[src/rtl/alarm_minigame_pkg.sv]
// Shared types and constants for the alarm wake-up minigame.
package alarm_minigame_pkg;

  typedef enum logic [1:0] {
    IDLE = 2'd0,
    GEN  = 2'd1,
    WAIT = 2'd2,
    DONE = 2'd3
  } mg_state_t;

  localparam int          LFSR_W       = 8;
  localparam logic [7:0]  LFSR_TAPS    = 8'hB8;
  localparam logic [3:0]  DIGIT_FOLD   = 4'd6;
  localparam logic [7:0]  DEFAULT_SEED = 8'hA5;

  // Fold a nibble onto 0..9: 10..15 map to 4..9.
  function automatic logic [3:0] map_digit(input logic [3:0] n);
    return (n > 4'd9) ? (n - DIGIT_FOLD) : n;
  endfunction

endpackage

[src/rtl/minigame_lfsr.sv]
// Free-running 8-bit Fibonacci LFSR (taps 8,6,5,4) that presents a decimal digit.
module minigame_lfsr
  import alarm_minigame_pkg::*;
#(
  parameter logic [LFSR_W-1:0] SEED = DEFAULT_SEED
) (
  input  logic       MCLK,
  input  logic       RESET,
  output logic [3:0] digit
);

  logic [LFSR_W-1:0] lfsr_reg;
  logic [LFSR_W-1:0] lfsr_next;

  assign lfsr_next = {lfsr_reg[LFSR_W-2:0], ^(lfsr_reg & LFSR_TAPS)};

  always_ff @(posedge MCLK or posedge RESET) begin
    if (RESET) begin
      lfsr_reg <= SEED;
    end else begin
      lfsr_reg <= lfsr_next;
    end
  end

  assign digit = map_digit(lfsr_reg[3:0]);

endmodule

[src/rtl/alarm_minigame.sv]
// Wake-up challenge: match ROUNDS pseudo-random digits in a row to finish.
// Per-round timeout is built only when MINIGAME_TIMEOUT_EN is defined.
module alarm_minigame
  import alarm_minigame_pkg::*;
#(
  parameter int          ROUNDS    = 3,
  parameter int          TIMEOUT_S = 9,
  parameter logic [7:0]  LFSR_SEED = DEFAULT_SEED
) (
  input  logic       MCLK,
  input  logic       RESET,
  input  logic       minigame_enable,
  input  logic       button,
  input  logic [3:0] guess,
  input  logic       tick_1hz,
  output logic       minigame_done,
  output logic       game_active,
  output logic [3:0] target_digit,
  output logic [2:0] round_cnt,
  output logic [3:0] time_left,
  output logic       miss
);

  localparam logic [2:0] ROUNDS_C = 3'(ROUNDS);
  localparam logic [2:0] LAST_C   = 3'(ROUNDS - 1);
`ifdef MINIGAME_TIMEOUT_EN
  localparam logic [3:0] TIME_LOAD = 4'(TIMEOUT_S);
`else
  localparam logic [3:0] TIME_LOAD = 4'd0;
  logic unused_tick;
  assign unused_tick = tick_1hz;
`endif

  mg_state_t  state_reg, state_next;
  logic       enable_q;
  logic [3:0] lfsr_digit;
  logic [3:0] target_next;
  logic [2:0] round_next;
  logic [3:0] time_next;
  logic       miss_next;
  logic       done_next;

  minigame_lfsr #(.SEED(LFSR_SEED)) u_lfsr (
    .MCLK  (MCLK),
    .RESET (RESET),
    .digit (lfsr_digit)
  );

  always_ff @(posedge MCLK or posedge RESET) begin
    if (RESET) begin
      state_reg     <= IDLE;
      enable_q      <= 1'b0;
      target_digit  <= 4'd0;
      round_cnt     <= 3'd0;
      time_left     <= 4'd0;
      miss          <= 1'b0;
      minigame_done <= 1'b0;
    end else begin
      state_reg     <= state_next;
      enable_q      <= minigame_enable;
      target_digit  <= target_next;
      round_cnt     <= round_next;
      time_left     <= time_next;
      miss          <= miss_next;
      minigame_done <= done_next;
    end
  end

  always_comb begin
    state_next  = state_reg;
    target_next = target_digit;
    round_next  = round_cnt;
    time_next   = time_left;
    miss_next   = 1'b0;
    done_next   = 1'b0;
    case (state_reg)
      IDLE: begin
        target_next = 4'd0;
        time_next   = 4'd0;
        // Only an edge starts a game, so a stale high level after DONE cannot restart it.
        if (minigame_enable && !enable_q) begin
          state_next = GEN;
          round_next = 3'd0;
        end
      end
      GEN: begin
        target_next = lfsr_digit;
        time_next   = TIME_LOAD;
        state_next  = WAIT;
      end
      WAIT: begin
        if (!minigame_enable) begin
          state_next  = IDLE;
          round_next  = 3'd0;
          target_next = 4'd0;
          time_next   = 4'd0;
        end else if (button && (guess == target_digit)) begin
          if (round_cnt == LAST_C) begin
            state_next = DONE;
            round_next = ROUNDS_C;
            done_next  = 1'b1;
          end else begin
            state_next = GEN;
            round_next = round_cnt + 3'd1;
          end
        end else if (button) begin
          state_next = GEN;
          round_next = 3'd0;
          miss_next  = 1'b1;
`ifdef MINIGAME_TIMEOUT_EN
        end else if (tick_1hz) begin
          if (time_left == 4'd1) begin
            state_next = GEN;
            round_next = 3'd0;
            miss_next  = 1'b1;
          end else begin
            time_next = time_left - 4'd1;
          end
`endif
        end
      end
      DONE: begin
        state_next  = IDLE;
        target_next = 4'd0;
        time_next   = 4'd0;
      end
      default: state_next = IDLE;
    endcase
  end

  assign game_active = (state_reg != IDLE);

endmodule
[config.mk]
export PLATFORM = sky130hd
export DESIGN_NAME = alarm_minigame
export DESIGN_NICKNAME = d
export VERILOG_FILES = /design/src/rtl/alarm_minigame_pkg.sv /design/src/rtl/minigame_lfsr.sv /design/src/rtl/alarm_minigame.sv
export SDC_FILE = /design/constraint.sdc
export NUM_CORES = 1
export LEC_CHECK = 0
export CAP_MARGIN = 20
export CELL_PAD_IN_SITES_DETAIL_PLACEMENT = 1
export CELL_PAD_IN_SITES_GLOBAL_PLACEMENT = 2
export CORE_AREA = 4 4 61 63
export CTS_CLUSTER_DIAMETER = 40
export DETAILED_ROUTE_END_ITERATION = 10
export DIE_AREA = 0 0 65 67
export MAX_ROUTING_LAYER = met4
export PLACE_DENSITY = 0.72
export SYNTH_ARGS = -nofsm -noshare
export SYNTH_HDL_FRONTEND = slang
export SYNTH_SLANG_ARGS = --single-unit
[constraint.sdc]
create_clock -name MCLK -period 1.5 [get_ports MCLK]
set_input_delay 0.15 -clock MCLK [delete_from_list [all_inputs] [get_ports MCLK]]
set_output_delay 0.15 -clock MCLK [all_outputs]
set_load 0.01 [all_outputs]
; ---- Yosys cells after proc, flatten, opt, wreduce, memory -nomap -nowiden
; Cells that the tools add are included.
[op_classes]
add_sub_neg = 2
magnitude_cmp = 1
eq_ne = 8
muxes = 24
reduce_logical = 11
[op_table]
columns = cell, n
row1 = 3-bit two-way mux, 5
row2 = 4-bit one-hot mux with 3 select lines, 1
row3 = 2-bit two-way mux, 5
row4 = 1-bit two-way mux, 8
row5 = 4-bit two-way mux, 2
row6 = 2-bit one-hot mux with 4 select lines, 1
row7 = 4-bit one-hot mux with 2 select lines, 1
row8 = 8-bit parity, 1
row9 = 3-bit one-hot mux with 2 select lines, 1
row10 = "2-bit == test, second input constant", 2
row11 = 4-bit == test, 1
row12 = "4-bit greater-than comparator, second input constant", 1
row13 = "2-bit inequality test, second input constant", 2
row14 = "4-bit inequality test, second input constant", 1
row15 = 2-bit nonzero test, 2
row16 = "4-bit by 3-bit subtractor with 4-bit output, second input constant", 1
row17 = "3-bit by 1-bit adder with 3-bit output, second input constant", 1
row18 = "3-bit by 2-bit == test with 1-bit output, second input constant", 1
row19 = 3-bit AND reduction, 1
row20 = 3-bit OR reduction, 1
row21 = "2-bit by 1-bit == test with 1-bit output, second input constant", 1
row22 = 1-bit logical AND, 2
row23 = 2-bit zero test, 1
row24 = 2-bit AND reduction, 1
row25 = 2 further kinds, 2
[word_totals]
ff_bits = 24
out_inout_bits = 14
word_cells = 54

; ---- Depth between registers and ports, before layout
[depth]
ltp_word = 5
ltp_mapped = 5
mapped_depth_nobuf = 5

; ---- Modules after synthesis
; From an unflattened synthesis, not the netlist that was laid out.
[unflattened]
hier_cells = 78
hier_area_um2 = 955.9
[modules_own_cells]
columns = module, n_inst, cells_per_inst, area_each_um2
row1 = alarm_minigame, 1, 57, 661.9
row2 = minigame_lfsr, 1, 21, 294.0

; ---- Worst setup path after synthesis
; No wires, ideal clock.
[synth_path]
kind = register to register
startpoint = register round_cnt[0]
endpoint = register round_cnt[1]
setup_ns = 0.101
t_arrival_ns = 1.113
slack_ns = 0.286
path_stages_with_launch = 6
n_path_buf = 0
period_less_slack_ns = 1.214
path_cell_list = dfrtp_1 -> inv_1 -> ha_1 -> nor2b_1 -> nor2b_1 -> o32ai_1
[synth_between]
elab_chain_cells = 5
elab_cells_between_ends = 6
[synth_rtl]
columns = item, line
row1 = start: declaration, alarm_minigame.sv:19  ; output logic [2:0] round_cnt,
row2 = start signal: assignment, alarm_minigame.sv:62  ; round_cnt <= round_next;
row3 = 3-bit by 1-bit adder with 3-bit output / 3-bit by 2-bit == test with 1-bit output (equally long branches), "alarm_minigame.sv:104, alarm_minigame.sv:98"
row4 = 3-bit two-way mux (*), alarm_minigame.sv:98  ; if (round_cnt == LAST_C) begin
row5 = 3-bit two-way mux (*), alarm_minigame.sv:97  ; end else if (button && (guess == target_digit)) begin
row6 = 3-bit two-way mux (*), alarm_minigame.sv:92  ; if (!minigame_enable) begin
row7 = 3-bit one-hot mux with 2 select lines (*), alarm_minigame.sv:76  ; case (state_reg)
; Every way passes the cells marked *; elsewhere a longest branch is shown, timed or not.
; A chain may end at the register's enable or synchronous reset.

; ---- Worst setup path after layout
[layout_path]
startpoint = register target_digit[1]
endpoint = output target_digit[1]
[layout_lines]
columns = item, line
row1 = start: declaration, alarm_minigame.sv:18  ; output logic [3:0] target_digit,
row2 = start signal: assignment, alarm_minigame.sv:61  ; target_digit <= target_next;
; No word-level cell between the ends.

==> reports/results.ini <==
[worst_setup_path]
cp_max_fo=3
crit_path_end_kind=primary output
cp.required_ns=1.35
cp_cell_sequence=clkdlybuf4s50_1
rr_startpoint=round_cnt[0]
timing.rr.end=round_cnt[1]
critical-path-slowest-cell=clkdlybuf4s50_1
worstSetupPathType=flop to primary output
critPathBufInv=1
critical_path.max_stage_delay_ns=0.56
r2r_cells=5
path_delay_family=buffers and inverters
crit_arrival_ns=1.28
start_kind=flop
ff2ff_setup_slack_ns=0.15

[logic_synthesis]
synth_fa_ha_area_share_pct=4.11
yosys-mux-area-fraction_pct=1.10
synthSimpleGateAreaFrac_pct=12.1
ys_ff_latch=20
syn_area_um2=913
yosysSeqAreaShare_pct=55.3
synth_top_family_by_area=compound AO/OA/AOI/OAI gates
synth_compound_area_share_pct=12.1
syn_inst=79
synth_area_per_cell_um2=11.6
yosys_warnings=0
synth_xor_area_share_pct=6.71
ys_types=29

[die]
die_y_um=67
die_w_um=65
pin_count=23
die_area_um2=4360
core_area_um2=3230
initial_core_util_pct=28.3
core.rowCount=21

[detailed_routing]
drc=0
vias=635
routedWlPerCell_um=12.0
met2_wirelength_um=894
top_layer=met4
drt-initial-drc-count=44
route.met3.wl_um=64
wl_met1_um=775
drt_first_pass_iters=3
via_per_inst=4.29
drt_wl_total_mm=1.77
ant_nets=0

[run]
drv_cap=0

[placement]
hpwl_mm=1.36
place_congestion=0.714
port_buffers=17

[cts]
path_clk_slew_ns=0.11
cts_max_path_buffers=2
insertion_delay_ns=0.30
root_buffer=clkbuf_4
cts_tree=built
numCtsBuffers=3
htree_levels=1
clock-sinks=20

[sta]
rsz0062_at_grt=false
drv_slew=0
period_needed_ns=1.43
setup_viol=0
hold_viol=0
fin_skew_ns=0.00451
fin_crit_sh_pct=95.1
max_freq_mhz=701

[pwr]
p_leak_uw=0.000511
ir_worst_vdd_uv=500
powerDensity_nw_per_um2=838
finalPower_uw=986

[global_routing]
grt_pass1_vias=677
grt_pass1_wl_mm=3.12
grt_max_degree=21
antenna_found_initial=0
grt-ovfl-total=0
grt_util_all_layers_pct=9.71

[status]
status=complete, no violations

[final_layout]
drive_above_1_share_pct=18.6
largest_reg_flops=8
final_cell_mix=16 x clkdlybuf4s50_1, 15 x dfrtp_1, 9 x inv_1
final_common_cell=clkdlybuf4s50_1
fin_util_pct=36.4
fin_nets=115
antenna_cells=0
syn_to_final_growth_pct=28.9
num-fill-cells=370

[hold_path]
hold_class=input port to async pin

## where the power goes
part           internal (uW)  total, uW  switching, uW
logic                   63.9        124           60.6
registers                549        554           5.16
clock network            148        308            160
## metrics by stage
step | cell area, um2 | setup TNS [ns] | cells | hold slack (ns) | setup WS, ns
6_report | 1180 | 0 | 148 | 0.168 | 0.0736
5_1_grt | 1180 | 0 | 148 | 0.175 | 0.00882
4_1_cts | 1170 | 0 | 147 | 0.162 | 0.0223
3_5_place_dp | 1130 | -0.00756 | 143 | 0.344 | -0.00756
3_3_place_gp | 1130 | 0 | 143 | 0.339 | 0.0739
2_1_floorplan | 925 | 0 | 82 | 0.111 | 0.286
## cell families after synthesis
family,count (synthesis)
AOI/OAI and AO/OA,15
xor gates and xnor gates,7
adders and majority gates,3
buffers and inverters,14
DFF,20
muxes,1
other,1
and+or+nand+nor,18
## repair_timing
action	4_1_cts	5_1_grt
endpoints found under the setup margin	1	2
endpoints found under the hold margin	0	0
buffers inserted	0	1
hold buffers	0	0
gates resized for setup	1	1
## how the worst max path moves through the flow
stage | endpoint | depth (start not counted) | start
after global placement | round_cnt[0] | 4 | guess[2]
after global routing | round_cnt[0] | 5 | round_cnt[0]
final | target_digit[1] | 1 | target_digit[1]
after floorplan | round_cnt[1] | 5 | round_cnt[0]
after detailed placement | round_cnt[1] | 4 | guess[3]
after CTS | round_cnt[2] | 1 | round_cnt[2]
## layout make-up
type / instances / area (um2) / area share, %
tap: 46 / 57.6 / 4.89
multi-input combinational: 48 / 344 / 29.2
clock buffer: 4 / 36.3 / 3.08
sequential: 20 / 507 / 43.0
inverter: 9 / 33.8 / 2.87
timing repair buffer: 21 / 199 / 16.9
## synth_stat cells
cell type / instances / area [um2]
and3_1: 1 / 6.26
o32ai_1: 3 / 26.3
mux2i_1: 1 / 10.0
o221a_2: 1 / 11.3
and3b_1: 1 / 8.76
o21ai_0: 3 / 15.0
ha_1: 3 / 37.5
or2_2: 1 / 6.26
nand4_1: 1 / 6.26
inv_1: 9 / 33.8
a32o_1: 1 / 10.0
nor4_1: 1 / 6.26
a22o_2: 2 / 20.0
nand3b_1: 1 / 7.51
buf_4: 4 / 30.0
o21bai_1: 1 / 7.51
conb_1: 1 / 3.75
nand2_1: 4 / 15.0
o21ai_1: 2 / 10.0
nor2_1: 2 / 7.51
dfrtp_1: 16 / 400
a21oi_1: 2 / 10.0
nand2_4: 1 / 11.3
buf_6: 1 / 11.3
dfstp_2: 4 / 105
and2b_4: 1 / 10.0
xor2_1: 1 / 8.76
nor2b_1: 4 / 25.0
xnor2_1: 6 / 52.6
## layer usage
| layer | up-vias | track usage (%) |
|---|---|---|
| met4 | 0 | 3.96 |
| met2 | 13 | 15.8 |
| met1 | 317 | 11.1 |
| met5 | - | - |
| met3 | 4 | 3.04 |
| li1 | 301 | - |
Power figures use the tool's default switching activity.
